--- config.mk ---
export PLATFORM = sky130hd
export DESIGN_NAME = ctrl_hazard_unit
export DESIGN_NICKNAME = d
export VERILOG_FILES = /design/src/rtl/ctrl_hazard_unit.sv
export SDC_FILE = /design/constraint.sdc
export NUM_CORES = 1
export LEC_CHECK = 0
export BUFFER_PORTS_ARGS = -buffer_cell sky130_fd_sc_hd__buf_2
export CAP_MARGIN = 20
export CORE_MARGIN = 1.5
export CORE_UTILIZATION = 52
export CTS_CLUSTER_SIZE = 28
export DETAILED_ROUTE_END_ITERATION = 10
export PLACE_DENSITY = 0.85
export SYNTH_ARGS = -nofsm -noshare
export SYNTH_HDL_FRONTEND = slang
export SYNTH_SLANG_ARGS = --single-unit
--- constraint.sdc ---
create_clock -name clk -period 3.5 [get_ports clk]
set_clock_uncertainty 0.15 [all_clocks]
set_input_delay 0.7 -clock clk [delete_from_list [all_inputs] [get_ports clk]]
set_output_delay 0.7 -clock clk [all_outputs]
set_load 0.01 [all_outputs]
--- src/rtl/ctrl_hazard_unit.sv ---
// Control-flow hazard unit: stalls fetch on a jump/branch in ID and waits for EX to resolve it.
// It then issues a one-cycle registered PC redirect and keeps a saturating count of bubble cycles.
module ctrl_hazard_unit #(
  parameter int XLEN    = 32,
  parameter int TIMEOUT = 8,
  parameter int CNT_W   = 32
) (
  input  logic             clk,
  input  logic             rst,
  input  logic             id_valid,
  input  logic             id_is_cf,
  input  logic             ex_resolve,
  input  logic             ex_taken,
  input  logic [XLEN-1:0]  ex_target,
  input  logic [XLEN-1:0]  ex_fallthru,
  input  logic             flush,
  output logic             need_bubble_id,
  output logic             need_bubble_ex,
  output logic             pc_stall,
  output logic             pc_redirect_en,
  output logic [XLEN-1:0]  pc_redirect_target,
  output logic             timeout_err,
  output logic [CNT_W-1:0] perf_bubbles
);

  localparam int TMO_W = (TIMEOUT > 1) ? $clog2(TIMEOUT) : 1;
  localparam logic [TMO_W-1:0] TMO_LAST = TMO_W'(TIMEOUT - 1);

  typedef enum logic [1:0] {
    IDLE,
    WAIT_RES,
    REDIRECT
  } state_t;

  state_t           state_q, state_d;
  logic [TMO_W-1:0] tmo_cnt_q, tmo_cnt_d;
  logic             redirect_en_q, redirect_en_d;
  logic [XLEN-1:0]  target_q, target_d;
  logic             timeout_err_q, timeout_err_d;
  logic [CNT_W-1:0] perf_q, perf_d;
  logic             hazard_id;

  always_comb begin
    state_d        = state_q;
    tmo_cnt_d      = tmo_cnt_q;
    redirect_en_d  = 1'b0;
    target_d       = target_q;
    timeout_err_d  = timeout_err_q;
    need_bubble_id = 1'b0;
    need_bubble_ex = 1'b0;
    pc_stall       = 1'b0;
    perf_d         = perf_q;
    hazard_id      = id_valid & id_is_cf;

    case (state_q)
      IDLE: begin
        need_bubble_id = hazard_id;
        pc_stall       = hazard_id;
        if (hazard_id) begin
          state_d   = WAIT_RES;
          tmo_cnt_d = '0;
        end
      end
      WAIT_RES: begin
        need_bubble_ex = 1'b1;
        pc_stall       = 1'b1;
        if (ex_resolve) begin
          state_d       = REDIRECT;
          redirect_en_d = 1'b1;
          target_d      = ex_taken ? ex_target : ex_fallthru;
        end else if (tmo_cnt_q == TMO_LAST) begin
          state_d       = IDLE;
          timeout_err_d = 1'b1;
        end else begin
          tmo_cnt_d = tmo_cnt_q + TMO_W'(1);
        end
      end
      REDIRECT: begin
        // PC is released here so it loads the redirect target this cycle
        need_bubble_ex = 1'b1;
        state_d        = IDLE;
      end
      default: state_d = IDLE;
    endcase

    // A flush abandons any tracked instruction but leaves this cycle's bubbles alone
    if (flush) begin
      state_d       = IDLE;
      tmo_cnt_d     = '0;
      redirect_en_d = 1'b0;
      target_d      = target_q;
      timeout_err_d = timeout_err_q;
    end

    if (rst) begin
      need_bubble_id = 1'b0;
      need_bubble_ex = 1'b0;
      pc_stall       = 1'b0;
    end

    if ((need_bubble_id | need_bubble_ex) && (perf_q != '1)) begin
      perf_d = perf_q + CNT_W'(1);
    end
  end

  always_ff @(posedge clk) begin
    if (rst) begin
      state_q       <= IDLE;
      tmo_cnt_q     <= '0;
      redirect_en_q <= 1'b0;
      target_q      <= '0;
      timeout_err_q <= 1'b0;
      perf_q        <= '0;
    end else begin
      state_q       <= state_d;
      tmo_cnt_q     <= tmo_cnt_d;
      redirect_en_q <= redirect_en_d;
      target_q      <= target_d;
      timeout_err_q <= timeout_err_d;
      perf_q        <= perf_d;
    end
  end

  assign pc_redirect_en     = redirect_en_q;
  assign pc_redirect_target = target_q;
  assign timeout_err        = timeout_err_q;
  assign perf_bubbles       = perf_q;

endmodule
==> results.md, run 1 <==
* Chip width at 85.0 um
* Setup_tns at 0 ps
* Min Tclk post-route at 2530 ps
* Endpoints failing hold at 0
* Tot Pwr at 1.72 mW
* Worst R2R End: perf_bubbles[13]
* WL per Instance at between 10 and 15 um
* Antenna Nets Post-Route at 0
* Cell mode on critical path: buf_2
* Critical Path RT at between 2000 and 3000 ps
* Endpoints failing setup at 0
* Postcts setup bufs at 0
* Netlist Area Pre-Place at 0.00350 mm^2
* Slew @ Worst Pin at around 880 ps
* Via count at 3416
* Total Wirelength at about 8.7 mm
* Largest net degree at the start of global routing at 36
* Reg2Reg Setup Slack at 1000 ps
* Worst Hold Class: reg -> reg
* CP Capture Type: output port
* Total die area at around 0.0072 mm^2
* CTS tree: yes
* Syn Nets at approximately 460
* Maximum VDD drop at between 0.0003 and 0.0004 V
* Post-route cell area at roughly 0.0044 mm^2
* First-pass GRT wire length at roughly 14 mm
* Congestion Overflow GR at 0
* HPWL Detailed at 6.40 mm
* Share of the yosys chip area belonging to registers at slightly above 40%
* Slowest-stage cell, CP: buf_2
* Main synth FF type: dfxtp_1
* Placed Area at between 0.004 and 0.005 mm^2
* Hold path depth at 2
* Setup ws final at ~970 ps
* CTS Buffer Depth at 2
* Row cnt at 29
* Post-CTS resize count at 0
* Die H at between 80 and 90 um
* Slew Viols, Final at 0
* Starting Density at a little over half
* Clock root buffer: clkbuf_8
* Slew HR at between 40% and 50%
* Worst Path Buf+Inv at 3
* Diodes inserted at 0
* Reg2Reg Launch Point: state_q[1]
* Synthesized area per cell at between 9 and 10 um^2
* Pre-CTS WS at between 800 and 900 ps
* M1 GR Usage at between 20% and 30%
* Hold_buf cts at 0
* GRT met2 Usage at between 40% and 50%
* Clk sinks at 71
* Critical-path cell list: buf_2, buf_4, nor3b_1, buf_2
* Post-Layout Cell Count at 597
* Worst hold margin at 332 ps
* Clock transition at the registers of the reported paths at approximately 70 ps
* Total CTS buffers at 9
* Worst-Skew Late Latency at around 340 ps
* Min-Delay Endpoint: state_q[1]
* Vias in the first global route at 3106
* Violated checks: DRC
* Startpoint Class: input pin
* Register bit total from synthesis at 71
* Worst-path maximum fanout at 28
* Max incr delay on CP at around 420 ps
* Max_cap viols at 0
* Area delta synth->final at 27.1%
* First drt pass iteration count at 7
* RSZ-0062 raised after global routing: no
* Hold Startpoint: state_q[1]
* Residual DRC at 6
* Post-route core utilization at 69.3%
* Worst Reg-to-Reg Cells at 7
* CTS H-tree depth at 3
* EDFF count, synth at 0
* GR peak layer: met2
* Initial antenna violation count at 0
* Syn Inst Count at ~380
* Final Cycle Share at a little over 70%
* Gr usage total at approximately 24%
* Share of cells above drive strength 1 at between 30% and 40%
* Outcome: finished, violations left
* YS warnings at 0
* Library cells used by synthesis at 50
* Leak at roughly 2 nW
* Final Wtd Congestion at approximately 0.82
* # nets final at 592
* DP Cell Count at roughly 580
* Vias per Instance at approximately 5.7
* CP Class: in -> out
* Core area at roughly 0.0064 mm^2
* FFs w/ async S/R, synth at 0%
* F_max at between 300 and 400 MHz
* Pwr Density at a little under 400 mW/mm^2
* Worst EP arrival at 1680 ps
* IO Count at 140
* Cell family with most CP delay: buffers and inverters
* Initial drt markers at between 150 and 200
* Met3 Track Usage GR at 6.03%
* IO Port Bufs at 139
[flip-flops by register name, summed over array words and instances, names as in the netlist]
register            count
perf_bubbles           32
timeout_err             1
tmo_cnt_q               3
pc_redirect_en          1
state_q                 2
pc_redirect_target     32
[tightest hold or removal path, delay by kind of cell, from the launching register on]
family	cells	cell delay (ps)
compound gates	2	130
flops	1	310
[cells in the mapped netlist (6+ instances only)]
cell type	number	area share, %
a211oi_1	33	7.1
a21oi_1	23	3.3
clkbuf_1	14	1.5
dfxtp_1	71	41
ha_1	6	2.1
inv_1	6	0.64
mux2i_1	37	11
nand2_1	11	1.2
nand3_1	11	1.6
nand4_1	16	2.9
nor2_1	54	5.8
o21ai_0	8	1.1
o31ai_1	12	2.6
or4_1	11	2.4
[worst max path at each step]
stage / start / slack (ps) / endpoint / depth (start not counted)
finish: rst / 970 / need_bubble_id / 4
global route: state_q[0] / 830 / perf_bubbles[13] / 7
CTS: rst / 980 / need_bubble_id / 4
detailed placement: rst / 860 / perf_bubbles[13] / 5
global placement: rst / 940 / perf_bubbles[13] / 5
floorplan: rst / 1280 / need_bubble_id / 3
[cell type report]
| cell class | instances | area [um^2] |
|---|---|---|
| clock buffers | 11 | 151 |
| flip-flops and latches | 71 | 1420 |
| repair buffers | 143 | 726 |
| well taps | 77 | 96.3 |
| clock inverters | 5 | 80.1 |
| inverters | 6 | 22.5 |
| fillers | 507 | 1970 |
| multi-input cells | 284 | 1950 |
[power breakdown]
| group | internal (mW) | total [mW] | switching (mW) | leakage (nW) |
|---|---|---|---|---|
| combinational | 0.0713 | 0.152 | 0.0806 | 1.26 |
| clock | 0.439 | 0.750 | 0.310 | 0.112 |
| sequential | 0.817 | 0.823 | 0.00599 | 0.573 |
[logic make-up (layout without fill, tap and decap cells)]
| logic type | after synthesis | in the layout | share of synthesized area [%] |
|---|---|---|---|
| simple gates | 144 | 144 | 23.2 |
| compound gates | 91 | 91 | 18.0 |
| flops | 71 | 71 | 40.6 |
| mux | 39 | 39 | 11.2 |
| buf+inv | 27 | 165 | 3.83 |
| fa+ha+maj | 6 | 6 | 2.15 |
| xor+xnor | 4 | 4 | 1.00 |
[metal layers]
metal  wire length, um  part of all wire [%]
met1              3690                    42
met3               562                   6.4
met2              4330                    50
met4               145                   1.7
met5                 0                     0
[cell usage in the layout, fill, tap and decap left out, types with 3 or more instances in the layout]
cell type,count
o41ai_1,3
o21ai_0,8
o31ai_1,12
o311ai_0,3
and4_2,3
a211oi_1,33
nand3_1,11
dfxtp_1,71
ha_1,6
a21oi_1,23
xor2_1,4
nand4_1,16
o21a_1,3
mux2i_1,37
buf_4,4
inv_1,6
nor2_1,53
nor2b_1,5
buf_2,139
a31oi_1,3
or4_1,11
or3_1,4
or3_2,3
and2_1,4
clkbuf_8,11
nand2_1,11
Power figures use the tool's default switching activity.
==> inputs of run 2 (changes only) <==
--- a/config.mk
+++ b/config.mk
@@ -5,13 +5,14 @@
 export SDC_FILE = /design/constraint.sdc
 export NUM_CORES = 1
 export LEC_CHECK = 0
+export ABC_AREA = 1
 export BUFFER_PORTS_ARGS = -buffer_cell sky130_fd_sc_hd__buf_2
 export CAP_MARGIN = 20
 export CORE_MARGIN = 1.5
-export CORE_UTILIZATION = 52
+export CORE_UTILIZATION = 50
 export CTS_CLUSTER_SIZE = 28
 export DETAILED_ROUTE_END_ITERATION = 10
-export PLACE_DENSITY = 0.85
+export PLACE_DENSITY = 0.81
 export SYNTH_ARGS = -nofsm -noshare
 export SYNTH_HDL_FRONTEND = slang
 export SYNTH_SLANG_ARGS = --single-unit
==> constraint.sdc (replaced) <==
create_clock -name clk -period 2.35 [get_ports clk]
set_clock_uncertainty 0.15 [all_clocks]
set_input_delay 0.47 -clock clk [delete_from_list [all_inputs] [get_ports clk]]
set_output_delay 0.47 -clock clk [all_outputs]
set_load 0.01 [all_outputs]
==> run 2 against run 1 <==
Effect of this change:
- final area grew 4.0%
- register-to-register slack lost 650 ps
- synthesized cell count grew 52%
- count of clock-buffer cells in the layout is the same
- first-iteration DRC count grew 13%
- non-clock buffer count grew 1
- utilization shrank 5.5 points
- synthesized area grew 6.9%
- critical path depth grew 3
- the run now ends clean
- flip-flop and latch count is the same
- clock power grew 13%
- power grew 33%
==> results.md, run 2 <==
* Outcome: finished clean
* Clk sinks at 71 (unchanged)
* Maximum VDD drop at 0.000285 V (-13%)
* Post-synthesis xor/xnor area fraction at 0.703% (-0.30 points)
* Adder-Cell Fraction of Synth Area at 2.01% (-0.14 points)
* Worst-Skew Late Latency at 340 ps (about the same)
* Post-route cell area at 0.00463 mm^2 (+4.0%)
* Chip width at 89.5 um (+5.3%)
* # nets final at 787 (+33%)
* Die H at 89.5 um (+5.3%)
* Worst Reg-to-Reg Cells at 11 (+4)
* Core area at 0.00725 mm^2 (+13%)
* Top cells by area, synth: dfxtp_1 38%, a21oi_1 13%, nor2_1 12%
* Worst setup path endpoint: pc_stall
* Mux cell area share after synthesis at 0% (-11 points)
* Post-synth top cells: 117 x nor2_1, 98 x nand2_1, 95 x a21oi_1, 71 x dfxtp_1, 68 x inv_1
* Most frequent cells in the layout: 139 x buf_2, 117 x nor2_1, 98 x nand2_1
* Register bit total from synthesis at 71 (unchanged)
* Hold Startpoint: ex_target[27]
* Largest net degree at the start of global routing at 65 (+81%)
* Via count at 4128 (+21%)
* Vias per Instance at 5.08 (-11%)
* Endpoints failing hold at 0 (unchanged)
* WL per Instance at 11.9 um (-19%)
* Post-CTS resize count at 0 (unchanged)
* Pwr Density at 497 mW/mm^2 (+28%)
* Most common cell after layout, fill and taps aside: buf_2
* Clock transition at the registers of the reported paths at 70 ps (about the same)
* Antenna Nets Post-Route at 0 (unchanged)
* Area leader, netlist: dfxtp_1
* Share of cells above drive strength 1 at 23.7% (-11 points)
* Vias in the first global route at 3601 (+16%)
* IO Port Bufs at 139 (unchanged)
* Diodes inserted at 0 (unchanged)
* Tot Pwr at 2.30 mW (+33%)
* Largest family of logic cells by synthesized area: simple AND/OR/NAND/NOR gates
* Slew Viols, Final at 0 (unchanged)
* Hold_buf cts at 0 (unchanged)
* Endpoints failing setup at 0 (unchanged)
* Residual DRC at 0 (-6)
* Congestion Overflow GR at 0 (unchanged)
* RSZ-0062 raised after global routing: no
* Placed Area at 0.00446 mm^2 (+5.8%)
* YS warnings at 0 (unchanged)
* EDFF count, synth at 0 (unchanged)
* First-pass GRT wire length at 15.4 mm (+8.1%)
* Final Cycle Share at between 90% and 100%
* Initial drt markers at 174 (+13%)
* Share of the yosys chip area belonging to registers at 38.0% (-2.6 points)
* First drt pass iteration count at 5 (-2)
* CTS Buffer Depth at 2 (unchanged)
* Leak at 2.33 nW (+20%)
* Gr usage total at 24.5% (+0.32 points)
* Area delta synth->final at 23.7%
* Total CTS buffers at 9 (unchanged)
* Slew @ Worst Pin at 582 ps (-295 ps)
* Compound-Gate Fraction of Synth Area at 18.4% (+0.41 points)
* Clock root buffer: clkbuf_8
* Final Wtd Congestion at 0.923 (+13%)
* Min Tclk post-route at approximately 2100 ps
* Starting Density at 51.6% (-2.9 points)
* Synthesized area per cell at 6.43 um^2 (-30%)
* FFs w/ async S/R, synth at 0% (unchanged)
* Count leader, synth: nor2_1
* Postcts setup bufs at 0 (unchanged)
* Worst Hold Class: in -> reg
* Main synth FF type: dfxtp_1
* Fillers at 649 (+28%)
* Max_cap viols at 0 (unchanged)
* CP Capture Type: output port
* Post-synthesis simple-gate area fraction at 29.9% (+6.7 points)
* Row cnt at 31 (+6.9%)
* Initial antenna violation count at 0 (unchanged)
* CTS H-tree depth at 3 (unchanged)
* Library cells used by synthesis at 27 (-46%)
* Worst EP arrival at 1510 ps (-170 ps)
* Reg2Reg Launch Point: state_q[0]
* Syn Nets at 659 (+44%)
* Slew HR at 61.2% (+20 points)
* F_max at around 470 MHz
* CTS tree: yes
* Netlist Area Pre-Place at 0.00374 mm^2 (+6.9%)
* IO Count at 140 (unchanged)
* Worst R2R End: perf_bubbles[20]
* CP Class: reg -> out
* Reg2Reg Setup Slack at 350 ps (-650 ps)
* Startpoint Class: register
* Crit path from: state_q[0]
* Critical Path RT at 1730 ps (-920 ps)
* Total Wirelength at 9.68 mm (+11%)
* Syn Inst Count at 582 (+52%)
* Total die area at 0.00801 mm^2 (+11%)
* Setup_tns at 0 ps (unchanged)
* Yosys top cell area share at 38.0% (-2.6 points)
* HPWL Detailed at 7.13 mm (+11%)
* Worst-path maximum fanout at 4 (-86%)
-- run 2: metal layers --
metal  routed length [um]  global-route usage (%)  part of all wire, %
met5                    0                       0                    0
met4                  263                    13.6                  2.7
met3                  627                    5.91                  6.5
met2                 4610                    41.0                   48
met1                 4180                    28.9                   43
-- run 2: report_power, final --
| part | internal (mW) | leakage, nW | total (mW) | switching [mW] |
|---|---|---|---|---|
| Clock | 0.401 | 0.0850 | 0.847 | 0.445 |
| Combinational | 0.0994 | 1.67 | 0.227 | 0.127 |
| Sequential | 1.22 | 0.573 | 1.23 | 0.00818 |
-- run 2: final cells by class --
class,instances,area (um^2),share of cell area (%)
multi-input combinational,414,1910,41.2
sequential,71,1420,30.7
timing repair buffer,144,746,16.1
inverter,70,263,5.68
clock buffer,11,141,3.06
tap,99,124,2.68
clock inverter,4,22.5,0.487
-- run 2: critical path, cell delays in order, from the launching register on --
cell and delay [ps]:
dfxtp_1 360, inv_1 80, ha_1 210, inv_1 80, nor2_1 50, nand2_1 140
o21ai_0 110, buf_2 150
-- run 2: metrics by stage --
step | hold slack, ps | cells | utilization, % | setup slack (ps)
3_5_place_dp | 325 | 798 | 61.5 | 365
6_report | 271 | 813 | 63.8 | 217
5_1_grt | 264 | 813 | 63.8 | 63.5
4_1_cts | 259 | 813 | 63.8 | 234
2_1_floorplan | 294 | 582 | - | 627
3_3_place_gp | 311 | 798 | 61.5 | 438
-- run 2: cell families after synthesis --
family,count (synthesis)
AND/OR/NAND/NOR,270
AO/OA/AOI/OAI,135
buffers and inverters,97
flip-flops,71
adder cells (fa/ha/maj),6
XOR/XNOR,3
-- run 2: worst min path at each step --
stage               cells after the start                      to
finish                                  3  pc_redirect_target[27]
global route                            3  pc_redirect_target[30]
CTS                                     3   pc_redirect_target[6]
detailed placement                      2            tmo_cnt_q[0]
global placement                        2              state_q[1]
floorplan                               2              state_q[1]
==> inputs of run 3 (changes only) <==
--- a/config.mk
+++ b/config.mk
@@ -13,6 +13,7 @@
 export CTS_CLUSTER_SIZE = 28
 export DETAILED_ROUTE_END_ITERATION = 10
 export PLACE_DENSITY = 0.81
+export RECOVER_POWER = 50
 export SYNTH_ARGS = -nofsm -noshare
 export SYNTH_HDL_FRONTEND = slang
 export SYNTH_SLANG_ARGS = --single-unit
==> run 3 against run 2 <==
Effect of this change:
- largest power group unchanged
- non-clock buffer count is the same
- count of clock-buffer cells in the layout unchanged
- final area decreased by 1.8%
- final cell count did not move
- die area is the same
- combinational power about the same
- critical endpoint unchanged
- worst hold slack worse by 5.2 ps
- maximum frequency about the same
- via count up 0.36%
- global-route usage is the same
==> results.md, run 3 (synthesized netlist as in run 2, its figures left out) <==
* Post-CTS resize count at 0 (unchanged)
* CP Capture Type: output port
* Vias in the first global route at 3601 (unchanged)
* First drt pass iteration count at 6 (+1)
* Startpoint Class: register
* RSZ-0062 raised after global routing: no
* Clk sinks at 71 (unchanged)
* First-pass GRT wire length at 15.4 mm (unchanged)
* Share of cells above drive strength 1 at 14.4% (-9.2 points)
* IO Port Bufs at 139 (unchanged)
* Row cnt at 31 (unchanged)
* Clock transition at the registers of the reported paths at 80 ps (about the same)
* Setup_tns at 0 ps (unchanged)
* Total CTS buffers at 9 (unchanged)
* Max_cap viols at 0 (unchanged)
* F_max at 469 MHz (about the same)
* Diodes inserted at 0 (unchanged)
* Critical Path RT at 1730 ps (about the same)
* Reg2Reg Launch Point: state_q[1]
* Post-Layout Cell Count at 813 (unchanged)
* Core area at 0.00725 mm^2 (unchanged)
* Tot Pwr at 2.30 mW (about the same)
* Initial drt markers at 135 (-22%)
* Post-route core utilization at 62.6% (-1.2 points)
* CTS tree: yes
* Area delta synth->final at 21.4%
* Worst Reg-to-Reg Cells at 11 (unchanged)
* Placed Area at 0.00446 mm^2 (unchanged)
* Met3 Track Usage GR at 5.91% (unchanged)
* Worst EP arrival at 1510 ps (about the same)
* Outcome: finished clean
* Post-route cell area at 0.00454 mm^2 (-1.8%)
* Endpoints failing hold at 0 (unchanged)
* Crit path from: state_q[0]
* Hold path depth at 3 (unchanged)
* # nets final at 787 (unchanged)
* Die H at 89.5 um (unchanged)
* Congestion Overflow GR at 0 (unchanged)
* CTS Buffer Depth at 2 (unchanged)
* Pre-CTS WS at 365 ps (unchanged)
* Residual DRC at 0 (unchanged)
* Maximum VDD drop at 0.000285 V (about the same)
* Final Wtd Congestion at 0.923 (unchanged)
* Pwr Density at 507 mW/mm^2 (+2.0%)
* Slew Viols, Final at 0 (unchanged)
* Total Wirelength at 9.77 mm (+0.92%)
* Min Tclk post-route at 2130 ps (+1.68 ps)
* GRT met2 Usage at 41.0% (unchanged)
* M1 GR Usage at 28.9% (unchanged)
* Setup ws final at 216 ps (-1.68 ps)
* DP Cell Count at 798 (unchanged)
* Slew @ Worst Pin at 1120 ps (+542 ps)
* Leak at 2.04 nW (-12%)
* CP Class: reg -> out
* Final Cycle Share at 90.8% (about the same)
* Largest net degree at the start of global routing at 65 (unchanged)
* Worst-path maximum fanout at 4 (unchanged)
* CTS H-tree depth at 3 (unchanged)
* WL per Instance at 12.0 um (+0.92%)
* Vias per Instance at 5.10 (+0.36%)
* GR peak layer: met2
* HPWL Detailed at 7.13 mm (unchanged)
* Chip width at 89.5 um (unchanged)
* Worst-Skew Late Latency at 340 ps (about the same)
* Gr usage total at 24.5% (unchanged)
* Most common cell after layout, fill and taps aside: nor2_1
* Slew HR at 25.1% (-36 points)
* Clock root buffer: clkbuf_8
* Initial antenna violation count at 0 (unchanged)
* Antenna Nets Post-Route at 0 (unchanged)
* Worst Hold Class: in -> reg
* Starting Density at 51.6% (unchanged)
* Endpoints failing setup at 0 (unchanged)
* Total die area at 0.00801 mm^2 (unchanged)
* Hold Startpoint: ex_target[30]
* Via count at 4143 (+0.36%)
* Hold_buf cts at 0 (unchanged)
* Worst hold margin at 266 ps (-5.22 ps)
* Most frequent cells in the layout: 117 x nor2_1, 98 x nand2_1, 95 x a21oi_1
* IO Count at 140 (unchanged)
* Postcts setup bufs at 0 (unchanged)
==> run 3: cell count changes in the layout (fill, tap and decap cells not counted) <==
cell,delta
buf_2,-67
clkbuf_1,+66
clkbuf_2,+2
buf_4,-1
==> run 3: path summary, 6_finish.rpt <==
check	endpoint	slack, ps
worst max register to register	perf_bubbles[23]	350
worst max-delay path	pc_stall	220
worst min-delay path	pc_redirect_target[30]	270
worst min register to register	state_q[1]	330
==> run 3: critical path, cell delays in order, from the launching register on <==
cell and delay (ps):
dfxtp_1 350, inv_1 80, ha_1 210, inv_1 80
nor2_1 40, nand2_1 130, o21ai_0 120, buf_2 150
==> run 3: area by class of cell <==
| cell class | instances | area [um^2] |
|---|---|---|
| Clock buffer | 11 | 141 |
| Inverter | 70 | 263 |
| Fill cell | 685 | 2710 |
| Clock inverter | 4 | 22.5 |
| Sequential cell | 71 | 1420 |
| Multi-Input combinational cell | 414 | 1910 |
| Timing Repair Buffer | 144 | 661 |
| Tap cell | 99 | 124 |
==> run 3: report_power, final <==
group          internal, mW  switching, mW  total (mW)
Combinational        0.0962          0.128       0.224
Sequential             1.22        0.00839        1.23
Clock                 0.401          0.450       0.851
==> run 3: metal layers <==
layer  part of all wire, %  vias to the layer above  wire length, um
met4                   3.0                        0              296
li1                      -                     2134                -
met1                    43                     1821             4170
met3                   6.7                       29              656
met2                    48                      159             4650
met5                     0                        -                0
